==> src/rtl/de10_input_conditioner.sv <==
// de10_input_conditioner
//   Conditions the raw DE10-Lite slide switches and pushbuttons before any
//   design-level block sees them. Every bit is synchronized and debounced.
//   The block produces clean levels, one-cycle key press/release pulses and
//   a registered design-select code.
//
// Ports
//   MAX10_CLK1_50  in   1   system clock (50 MHz)
//   RESET_N        in   1   asynchronous active-low reset
//   SW             in   10  raw slide switches
//   KEY            in   2   raw pushbuttons, active-low
//   SW_CLEAN       out  10  debounced switch levels
//   KEY_LEVEL      out  2   debounced key state, 1 = pressed
//   KEY_PRESS      out  2   one-cycle pulse per accepted press (plus repeats)
//   KEY_RELEASE    out  2   one-cycle pulse per accepted release
//   MODE           out  2   design select 0/1/2 decoded from SW_CLEAN[9:8]
//   MODE_CHANGE    out  1   one-cycle pulse when MODE takes a new value
//
// Build option
//   KEY_AUTOREPEAT_EN  when defined, a held key re-pulses KEY_PRESS after
//                      REPEAT_DELAY cycles and then every REPEAT_PERIOD cycles.

// One synchronizer + debouncer lane. Output is in the active-high domain;
// ACTIVE_LOW lanes idle at 1 on the pin and are inverted after the sync chain.
module de10_debounce_lane #(
  parameter int DEBOUNCE_CYCLES = 500000,
  parameter int SYNC_STAGES     = 2,
  parameter bit ACTIVE_LOW      = 1'b0
) (
  input  logic clk,
  input  logic rst_n,
  input  logic raw,
  output logic level,
  output logic rise,
  output logic fall
);
  localparam int CNT_W = $clog2(DEBOUNCE_CYCLES + 1);

  logic [SYNC_STAGES-1:0] sync_q, sync_d;
  logic [CNT_W-1:0]       cnt_q, cnt_d;
  logic                   stable_q, stable_d;
  logic                   rise_q, rise_d;
  logic                   fall_q, fall_d;
  logic                   sync_lvl;

  always_comb begin
    sync_d   = {sync_q[SYNC_STAGES-2:0], raw};
    sync_lvl = sync_q[SYNC_STAGES-1] ^ ACTIVE_LOW;
    stable_d = stable_q;
    cnt_d    = '0;
    rise_d   = 1'b0;
    fall_d   = 1'b0;
    // Any cycle where sync agrees with stable restarts the window, so a
    // glitch shorter than DEBOUNCE_CYCLES never reaches the output. The
    // counter stops at DEBOUNCE_CYCLES-1 and never wraps.
    if (sync_lvl != stable_q) begin
      if (cnt_q == CNT_W'(DEBOUNCE_CYCLES - 1)) begin
        stable_d = sync_lvl;
        rise_d   = sync_lvl;
        fall_d   = ~sync_lvl;
      end else begin
        cnt_d = cnt_q + 1'b1;
      end
    end
  end

  always_ff @(posedge clk or negedge rst_n) begin
    if (!rst_n) begin
      sync_q   <= {SYNC_STAGES{ACTIVE_LOW}};
      cnt_q    <= '0;
      stable_q <= 1'b0;
      rise_q   <= 1'b0;
      fall_q   <= 1'b0;
    end else begin
      sync_q   <= sync_d;
      cnt_q    <= cnt_d;
      stable_q <= stable_d;
      rise_q   <= rise_d;
      fall_q   <= fall_d;
    end
  end

  assign level = stable_q;
  assign rise  = rise_q;
  assign fall  = fall_q;
endmodule

module de10_input_conditioner #(
  parameter int DEBOUNCE_CYCLES = 500000,
  parameter int SYNC_STAGES     = 2,
  parameter int REPEAT_DELAY    = 25000000,
  parameter int REPEAT_PERIOD   = 5000000
) (
  input  logic       MAX10_CLK1_50,
  input  logic       RESET_N,
  input  logic [9:0] SW,
  input  logic [1:0] KEY,
  output logic [9:0] SW_CLEAN,
  output logic [1:0] KEY_LEVEL,
  output logic [1:0] KEY_PRESS,
  output logic [1:0] KEY_RELEASE,
  output logic [1:0] MODE,
  output logic       MODE_CHANGE
);
  // Lanes 0..9 are switches, 10..11 are keys.
  localparam int NUM_LANES = 12;

  logic [NUM_LANES-1:0] raw, lvl, rise, fall;
  logic [1:0]           key_lvl;

  assign raw     = {KEY, SW};
  assign key_lvl = lvl[11:10];

  for (genvar i = 0; i < NUM_LANES; i++) begin : g_lane
    de10_debounce_lane #(
      .DEBOUNCE_CYCLES (DEBOUNCE_CYCLES),
      .SYNC_STAGES     (SYNC_STAGES),
      .ACTIVE_LOW      (i >= 10)
    ) u_lane (
      .clk   (MAX10_CLK1_50),
      .rst_n (RESET_N),
      .raw   (raw[i]),
      .level (lvl[i]),
      .rise  (rise[i]),
      .fall  (fall[i])
    );
  end

  // Switch lanes only feed levels; their edge pulses have no consumer.
  logic unused_sw_edges;
  assign unused_sw_edges = &{1'b0, rise[9:0], fall[9:0]};

  // Mode decode: registered one cycle behind SW_CLEAN.
  logic [1:0] mode_q, mode_d;
  logic       mode_chg_q, mode_chg_d;

  always_comb begin
    unique case (lvl[9:8])
      2'b00:   mode_d = 2'd0;
      2'b01:   mode_d = 2'd1;
      default: mode_d = 2'd2;
    endcase
    // 10<->11 decodes to the same mode, so no pulse.
    mode_chg_d = (mode_d != mode_q);
  end

  always_ff @(posedge MAX10_CLK1_50 or negedge RESET_N) begin
    if (!RESET_N) begin
      mode_q     <= 2'd0;
      mode_chg_q <= 1'b0;
    end else begin
      mode_q     <= mode_d;
      mode_chg_q <= mode_chg_d;
    end
  end

`ifdef KEY_AUTOREPEAT_EN
  localparam int HOLD_MAX = (REPEAT_DELAY > REPEAT_PERIOD) ? REPEAT_DELAY : REPEAT_PERIOD;
  localparam int HOLD_W   = $clog2(HOLD_MAX + 1);

  // hold counts cycles since the last press/repeat pulse; phase selects
  // whether the first (delay) or subsequent (period) interval is running.
  logic [1:0][HOLD_W-1:0] hold_q, hold_d;
  logic [1:0]             phase_q, phase_d;
  logic [1:0]             rep_q, rep_d;

  always_comb begin
    hold_d  = hold_q;
    phase_d = phase_q;
    rep_d   = '0;
    for (int k = 0; k < 2; k++) begin
      if (!key_lvl[k]) begin
        hold_d[k]  = '0;
        phase_d[k] = 1'b0;
      end else if ((!phase_q[k] && hold_q[k] == HOLD_W'(REPEAT_DELAY - 1)) ||
                   ( phase_q[k] && hold_q[k] == HOLD_W'(REPEAT_PERIOD - 1))) begin
        hold_d[k]  = '0;
        phase_d[k] = 1'b1;
        rep_d[k]   = 1'b1;
      end else begin
        hold_d[k] = hold_q[k] + 1'b1;
      end
    end
  end

  always_ff @(posedge MAX10_CLK1_50 or negedge RESET_N) begin
    if (!RESET_N) begin
      hold_q  <= '0;
      phase_q <= '0;
      rep_q   <= '0;
    end else begin
      hold_q  <= hold_d;
      phase_q <= phase_d;
      rep_q   <= rep_d;
    end
  end

  // A repeat that lands on the release cycle is dropped.
  assign KEY_PRESS = rise[11:10] | (rep_q & key_lvl);
`else
  localparam int unused_repeat_cfg = REPEAT_DELAY + REPEAT_PERIOD;
  assign KEY_PRESS = rise[11:10];
`endif

  assign SW_CLEAN    = lvl[9:0];
  assign KEY_LEVEL   = key_lvl;
  assign KEY_RELEASE = fall[11:10];
  assign MODE        = mode_q;
  assign MODE_CHANGE = mode_chg_q;
endmodule
==> config.mk <==
export PLATFORM = sky130hd
export DESIGN_NAME = de10_input_conditioner
export DESIGN_NICKNAME = d
export VERILOG_FILES = /design/src/rtl/de10_input_conditioner.sv
export SDC_FILE = /design/constraint.sdc
export NUM_CORES = 1
export LEC_CHECK = 0
export BUFFER_PORTS_ARGS = -buffer_cell sky130_fd_sc_hd__buf_2
export CAP_MARGIN = 20
export CORE_ASPECT_RATIO = 1.4
export CORE_MARGIN = 2
export CORE_UTILIZATION = 65
export CTS_CLUSTER_SIZE = 25
export DETAILED_ROUTE_END_ITERATION = 10
export HOLD_SLACK_MARGIN = 0.05
export PLACE_DENSITY = 0.81
export RECOVER_POWER = 50
export SLEW_MARGIN = 5
export SYNTH_ARGS = -nofsm -noshare
export SYNTH_HDL_FRONTEND = slang
export SYNTH_HIERARCHICAL = 1
export SYNTH_SLANG_ARGS = --single-unit
==> constraint.sdc <==
create_clock -name MAX10_CLK1_50 -period 2.82 [get_ports MAX10_CLK1_50]
set_input_delay 0.282 -clock MAX10_CLK1_50 [delete_from_list [all_inputs] [get_ports MAX10_CLK1_50]]
set_output_delay 0.282 -clock MAX10_CLK1_50 [all_outputs]
set_load 0.005 [all_outputs]
==> results of run 1 <==
-- state kept, by name, indices dropped and copies added, names as in the netlist --
| register | count |
|---|---|
| g_lane.u_lane/rise | 2 |
| MODE | 2 |
| MODE_CHANGE | 1 |
| g_lane.u_lane/level | 12 |
| g_lane.u_lane/fall | 2 |
| g_lane.u_lane/cnt_q | 228 |
| g_lane.u_lane/sync_q | 24 |
-- what timing repair did --
action	in CTS	in global routing
resized for setup	0	0
endpoints found under the hold margin	62	0
hold buffers	13	0
-- worst max-delay path: stages, from the launching register on --
cell and delay [ns]:
dfrtp_1 0.43, ha_1 0.27, nand4_1 0.29, nor4_1 0.67
a31o_2 0.26, a21oi_1 0.06
-- power by group through the flow --
| stage | clock network [mW] | registers (mW) | logic, mW |
|---|---|---|---|
| 2_1_floorplan | 0 | 4.06 | 0.141 |
| 5_1_grt | 3.62 | 4.03 | 0.290 |
| 3_5_place_dp | 0 | 4.09 | 0.247 |
| 4_1_cts | 3.47 | 4.02 | 0.264 |
| 6_report | 3.37 | 4.02 | 0.250 |
| 3_3_place_gp | 0 | 4.09 | 0.241 |
-- placed cells by master (no fill, tap or decap), drive strengths merged, types with 16 or more instances in the layout --
cell,count
xnor2,148
nor2,228
o21ai,19
nand3,70
nor4,40
clkbuf,38
nand4,116
a21oi,21
inv,35
dfrtp,267
buf,35
nor3,72
xor2,46
nor4b,22
and3,16
nand2,78
-- routing by layer --
layer	vias to the layer above	routed length [um]	global-route usage
li1	4714	-	-
met1	4833	10500	0.297
met2	191	13100	0.425
met3	34	856	0.0262
met4	0	328	0.0653
met5	-	0	0
-- worst min-delay path by stage --
| stage | from | end |
|---|---|---|
| after global routing | g_lane[2].u_lane/sync_q[0] | g_lane[2].u_lane/sync_q[1] |
| after detailed placement | RESET_N | g_lane[3].u_lane/cnt_q[6] |
| final | g_lane[2].u_lane/sync_q[0] | g_lane[2].u_lane/sync_q[1] |
| after CTS | RESET_N | g_lane[3].u_lane/cnt_q[17] |
| after global placement | RESET_N | g_lane[3].u_lane/cnt_q[10] |
| after floorplan | RESET_N | MODE[0] |
-- metrics by stage --
stage                util  hold WS (ns)
floorplan               -       -0.0136
global placement    0.684         0.234
detailed placement  0.684         0.238
CTS                 0.732         0.268
global route        0.730         0.346
finish              0.730         0.347
-- cell type report --
class,count,area [um^2]
clock buffers,34,732
multi-input cells,972,6190
flip-flops and latches,271,6790
clock inverters,11,90.1
well taps,252,315
repair buffers,52,364
fillers,1436,5390
inverters,34,128
==> flow_metrics.env, run 1 <==
export IMPL_grt_start_max_net_pins=73
export IMPL_drt_iter0_markers=590
export IMPL_syn_nets=1342
export IMPL_diodes=0
export IMPL_max_freq_mhz=469
export IMPL_final_setup_tns_ns=0
export IMPL_drv_cap=0
export IMPL_setup_ws_ns=0.688
export IMPL_fin_area_um2=14600
export IMPL_slew_limit_headroom=0.0812
export IMPL_finalPower_mw=7.64
export IMPL_p_comb_frac=0.033
export IMPL_grt_util_all_layers=0.234
export IMPL_layout_nets=1384
export IMPL_htree_levels=1
export IMPL_area_growth_pct=9.82
export IMPL_drt_wl_total_mm=24.8
export IMPL_worst_pin_slew_ns=1.38
export IMPL_cts_root_buffer="clkbuf_16"
export IMPL_grt_pass1_wl_mm=44.0
export IMPL_antenna_found_initial=0
export IMPL_avgSynthCellArea_um2=10.1
export IMPL_dp_hpwl_mm=16.4
export IMPL_cp_required_ns=3.19
export IMPL_cts_tree="built"
export IMPL_place_ws_ns=0.772
export IMPL_cp_max_fo=6
export IMPL_startpoint_type="register"
export IMPL_critPathCaptureType="register"
export IMPL_r2r_slack_ns=0.69
export IMPL_die_h_um=173
export IMPL_cp_endpoint="g_lane[7].u_lane/cnt_q[18]"
export IMPL_drc=0
export IMPL_p_clk_frac=0.441
export IMPL_cts_setup_buffers=0
export IMPL_rsz0062_at_grt="false"
export IMPL_grt_remaining_overflow=0
export IMPL_place_gp_congestion=0.846
export IMPL_die_area_um2=21600
export IMPL_finalCritPeriodShare=0.756
export IMPL_drtAntennaViolNets=0
export IMPL_insertion_delay_ns=0.52
export IMPL_reg2reg_depth=5
export IMPL_power_leakage_nw=5.76
export IMPL_outcome="finished, final reports clean"
export IMPL_start_util=0.665
export IMPL_avgRoutedWirePerCell_um=15.2
export IMPL_holdPathStages=0
export IMPL_worstReg2RegEnd="g_lane[7].u_lane/cnt_q[18]"
export IMPL_placedCellCount=1568
export IMPL_syn_inst=1316
export IMPL_critPathLaunch="g_lane[7].u_lane/cnt_q[0]"
export IMPL_maxSlewViolCount=0
export IMPL_cts_made_buffers=27
export IMPL_ir_drop_v=0.000512
export IMPL_via_per_inst=6.01
export IMPL_yosys_warnings=6
export IMPL_io_pins=33
export IMPL_clock_sinks=271
export IMPL_rows=61
export IMPL_finalSetupViolCount=0
export IMPL_drt_pass1_iterations=6
export IMPL_hold_viol=0
export IMPL_p_per_area_nw_per_um2=523
export IMPL_p_int_mw=5.95
export IMPL_clockBufferDepth=3
export IMPL_fin_skew_ns=0.00869
export IMPL_synthesis_area_um2=13300
export IMPL_clkTransAtPathRegs_ns=0.06
export IMPL_power_switching_share=0.221
export IMPL_hold_class="register to register"
export IMPL_power_net_switching_mw=1.69
export IMPL_drive_gt1_frac=0.111
export IMPL_timing_rr_start="g_lane[7].u_lane/cnt_q[0]"
export IMPL_place_area_um2=13700
export IMPL_port_buffers=32
export IMPL_cp_arrival_ns=2.50
export IMPL_fp_dieW_um=125
export IMPL_worstSetupPathType="register to register"
export IMPL_num_vias=9772
export IMPL_first_global_vias=9822
export IMPL_core_area_um2=20000
export IMPL_stdcell_count=1626
export IMPL_pwr_share_seq=0.526
export IMPL_period_minus_slack_ns=2.13
(Power assumes the default switching activity.)
==> inputs of run 2 (changes only) <==
Settings changed: ABC_AREA set to 1, CORE_UTILIZATION 65 to 64, PLACE_DENSITY 0.81 to 0.8.
Clock period 2.82 ns to 2.12 ns, I/O delays scaled along.
==> run 2 against run 1 <==
Effect of this change: cell count grew 37%; worst setup slack lost 0.14 ns; power grew 35%; non-clock buffer count grew 7; critical path depth grew 3; sequential cell count is the same; via count grew 18%; global-route usage grew 1.1 points; worst hold slack lost 0.13 ns; register-to-register slack lost 0.14 ns; largest cell class is now multi-input combinational cells.
==> flow_metrics.env, run 2 <==
export IMPL_cts_made_buffers=26
export IMPL_fp_dieW_um=132
export IMPL_drt_iter0_markers=493
export IMPL_clkTransAtPathRegs_ns=0.06
export IMPL_layout_nets=1936
export IMPL_cts_setup_buffers=0
export IMPL_worstSetupPathType="register to register"
export IMPL_diodes=0
export IMPL_p_per_area_nw_per_um2=634
export IMPL_largest_reg_flops=228
export IMPL_rsz0062_at_grt="false"
export IMPL_drc=0
export IMPL_worstReg2RegEnd="g_lane[5].u_lane/cnt_q[18]"
export IMPL_reg2reg_depth=8
export IMPL_stdcell_count=2230
export IMPL_largest_register="g_lane.u_lane/cnt_q"
export IMPL_clock_sinks=271
export IMPL_place_ws_ns=0.638
export IMPL_ir_drop_v=0.000613
export IMPL_htree_levels=1
export IMPL_utilization=0.723
export IMPL_fin_area_um2=16300
export IMPL_rows=65
export IMPL_avgSynthCellArea_um2=8.01
export IMPL_max_freq_mhz=637
export IMPL_timing_rr_start="g_lane[5].u_lane/cnt_q[0]"
export IMPL_clockBufferDepth=3
export IMPL_grt_util_all_layers=0.245
export IMPL_startpoint_type="register"
export IMPL_maxSlewViolCount=0
export IMPL_drt_wl_total_mm=28.4
export IMPL_power_leakage_nw=7.12
export IMPL_final_cell_mix="nor2_1 (406), nand2_1 (299), dfrtp_1 (267)"
export IMPL_dp_hpwl_mm=20.5
export IMPL_grt_start_max_net_pins=59
export IMPL_fin_skew_ns=0.0109
export IMPL_grt_pass1_wl_mm=50.5
export IMPL_syn_nets=1854
export IMPL_die_area_um2=24100
export IMPL_cts_root_buffer="clkbuf_16"
export IMPL_period_minus_slack_ns=1.57
export IMPL_drv_cap=0
export IMPL_drt_pass1_iterations=5
export IMPL_hold_viol=0
export IMPL_synthesis_area_um2=14600
export IMPL_port_buffers=32
export IMPL_placedCellCount=2170
export IMPL_cp_max_fo=4
export IMPL_insertion_delay_ns=0.53
export IMPL_cp_arrival_ns=1.99
export IMPL_outcome="finished, final reports clean"
export IMPL_worst_pin_slew_ns=0.992
export IMPL_first_global_vias=11796
export IMPL_syn_inst=1828
export IMPL_drtAntennaViolNets=0
export IMPL_area_growth_pct=11.2
export IMPL_critPathCaptureType="register"
export IMPL_place_area_um2=15300
export IMPL_finalCritPeriodShare=0.740
export IMPL_setup_ws_ns=0.551
export IMPL_antenna_found_initial=0
export IMPL_num_vias=11569
export IMPL_r2r_slack_ns=0.55
export IMPL_finalPower_mw=10.3
export IMPL_slew_limit_headroom=0.339
export IMPL_final_setup_tns_ns=0
export IMPL_core_area_um2=22500
export IMPL_avgRoutedWirePerCell_um=12.7
export IMPL_start_util=0.650
export IMPL_yosys_warnings=6
export IMPL_hold_class="primary input to asynchronous set/reset pin"
export IMPL_cts_tree="built"
export IMPL_drive_gt1_frac=0.164
export IMPL_cp_required_ns=2.54
export IMPL_io_pins=33
export IMPL_fin_hold_ws_ns=0.213
export IMPL_die_h_um=183
export IMPL_place_gp_congestion=0.900
export IMPL_fill_cells=1746
export IMPL_grt_remaining_overflow=0
export IMPL_finalSetupViolCount=0
export IMPL_final_common_cell="nor2_1"
export IMPL_via_per_inst=5.19
## run 2: layer usage
layer / GRT usage / up-vias / wire length [um]
li1: - / 5852 / -
met1: 0.286 / 5457 / 11600
met2: 0.458 / 186 / 15000
met3: 0.0315 / 74 / 989
met4: 0.0939 / 0 / 796
met5: 0 / - / 0
## run 2: worst max-delay path by stage
stage	start	to	slack (ns)	depth (start not counted)
finish	g_lane[5].u_lane/cnt_q[0]	g_lane[5].u_lane/cnt_q[18]	0.55	8
global route	RESET_N	g_lane[8].u_lane/cnt_q[11]	0.32	3
CTS	g_lane[5].u_lane/cnt_q[0]	g_lane[5].u_lane/cnt_q[18]	0.56	8
detailed placement	g_lane[0].u_lane/cnt_q[0]	g_lane[0].u_lane/cnt_q[18]	0.64	8
global placement	g_lane[10].u_lane/sync_q[1]	g_lane[10].u_lane/cnt_q[5]	0.68	5
floorplan	g_lane[0].u_lane/cnt_q[0]	g_lane[0].u_lane/cnt_q[18]	0.84	8
## run 2: timing repair
item	in CTS	in global routing
resized for setup	0	0
hold buffers	13	0
endpoints found under the hold margin	204	0
## run 2: final cells by class
| type | count | area, um^2 | area share |
|---|---|---|---|
| Clock inverter | 8 | 73.8 | 0.00453 |
| Multi-Input combinational cell | 1308 | 6910 | 0.424 |
| Tap cell | 301 | 377 | 0.0231 |
| Timing Repair Buffer | 59 | 432 | 0.0265 |
| Inverter | 244 | 916 | 0.0562 |
| Clock buffer | 39 | 791 | 0.0486 |
| Sequential cell | 271 | 6790 | 0.417 |
## run 2: report_power, final
part / internal, mW / total, mW / switching (mW)
registers: 5.25 / 5.30 / 0.0523
logic: 0.121 / 0.402 / 0.280
clock network: 2.69 / 4.61 / 1.92
## run 2: critical path: stages (launching register included)
cell and delay, ns:
dfrtp_1 0.39, ha_1 0.22, nand2_1 0.14, nor2_2 0.19
nand2_1 0.13, nor2_1 0.15, nand3_1 0.09, nand3_1 0.09
nor2_1 0.05
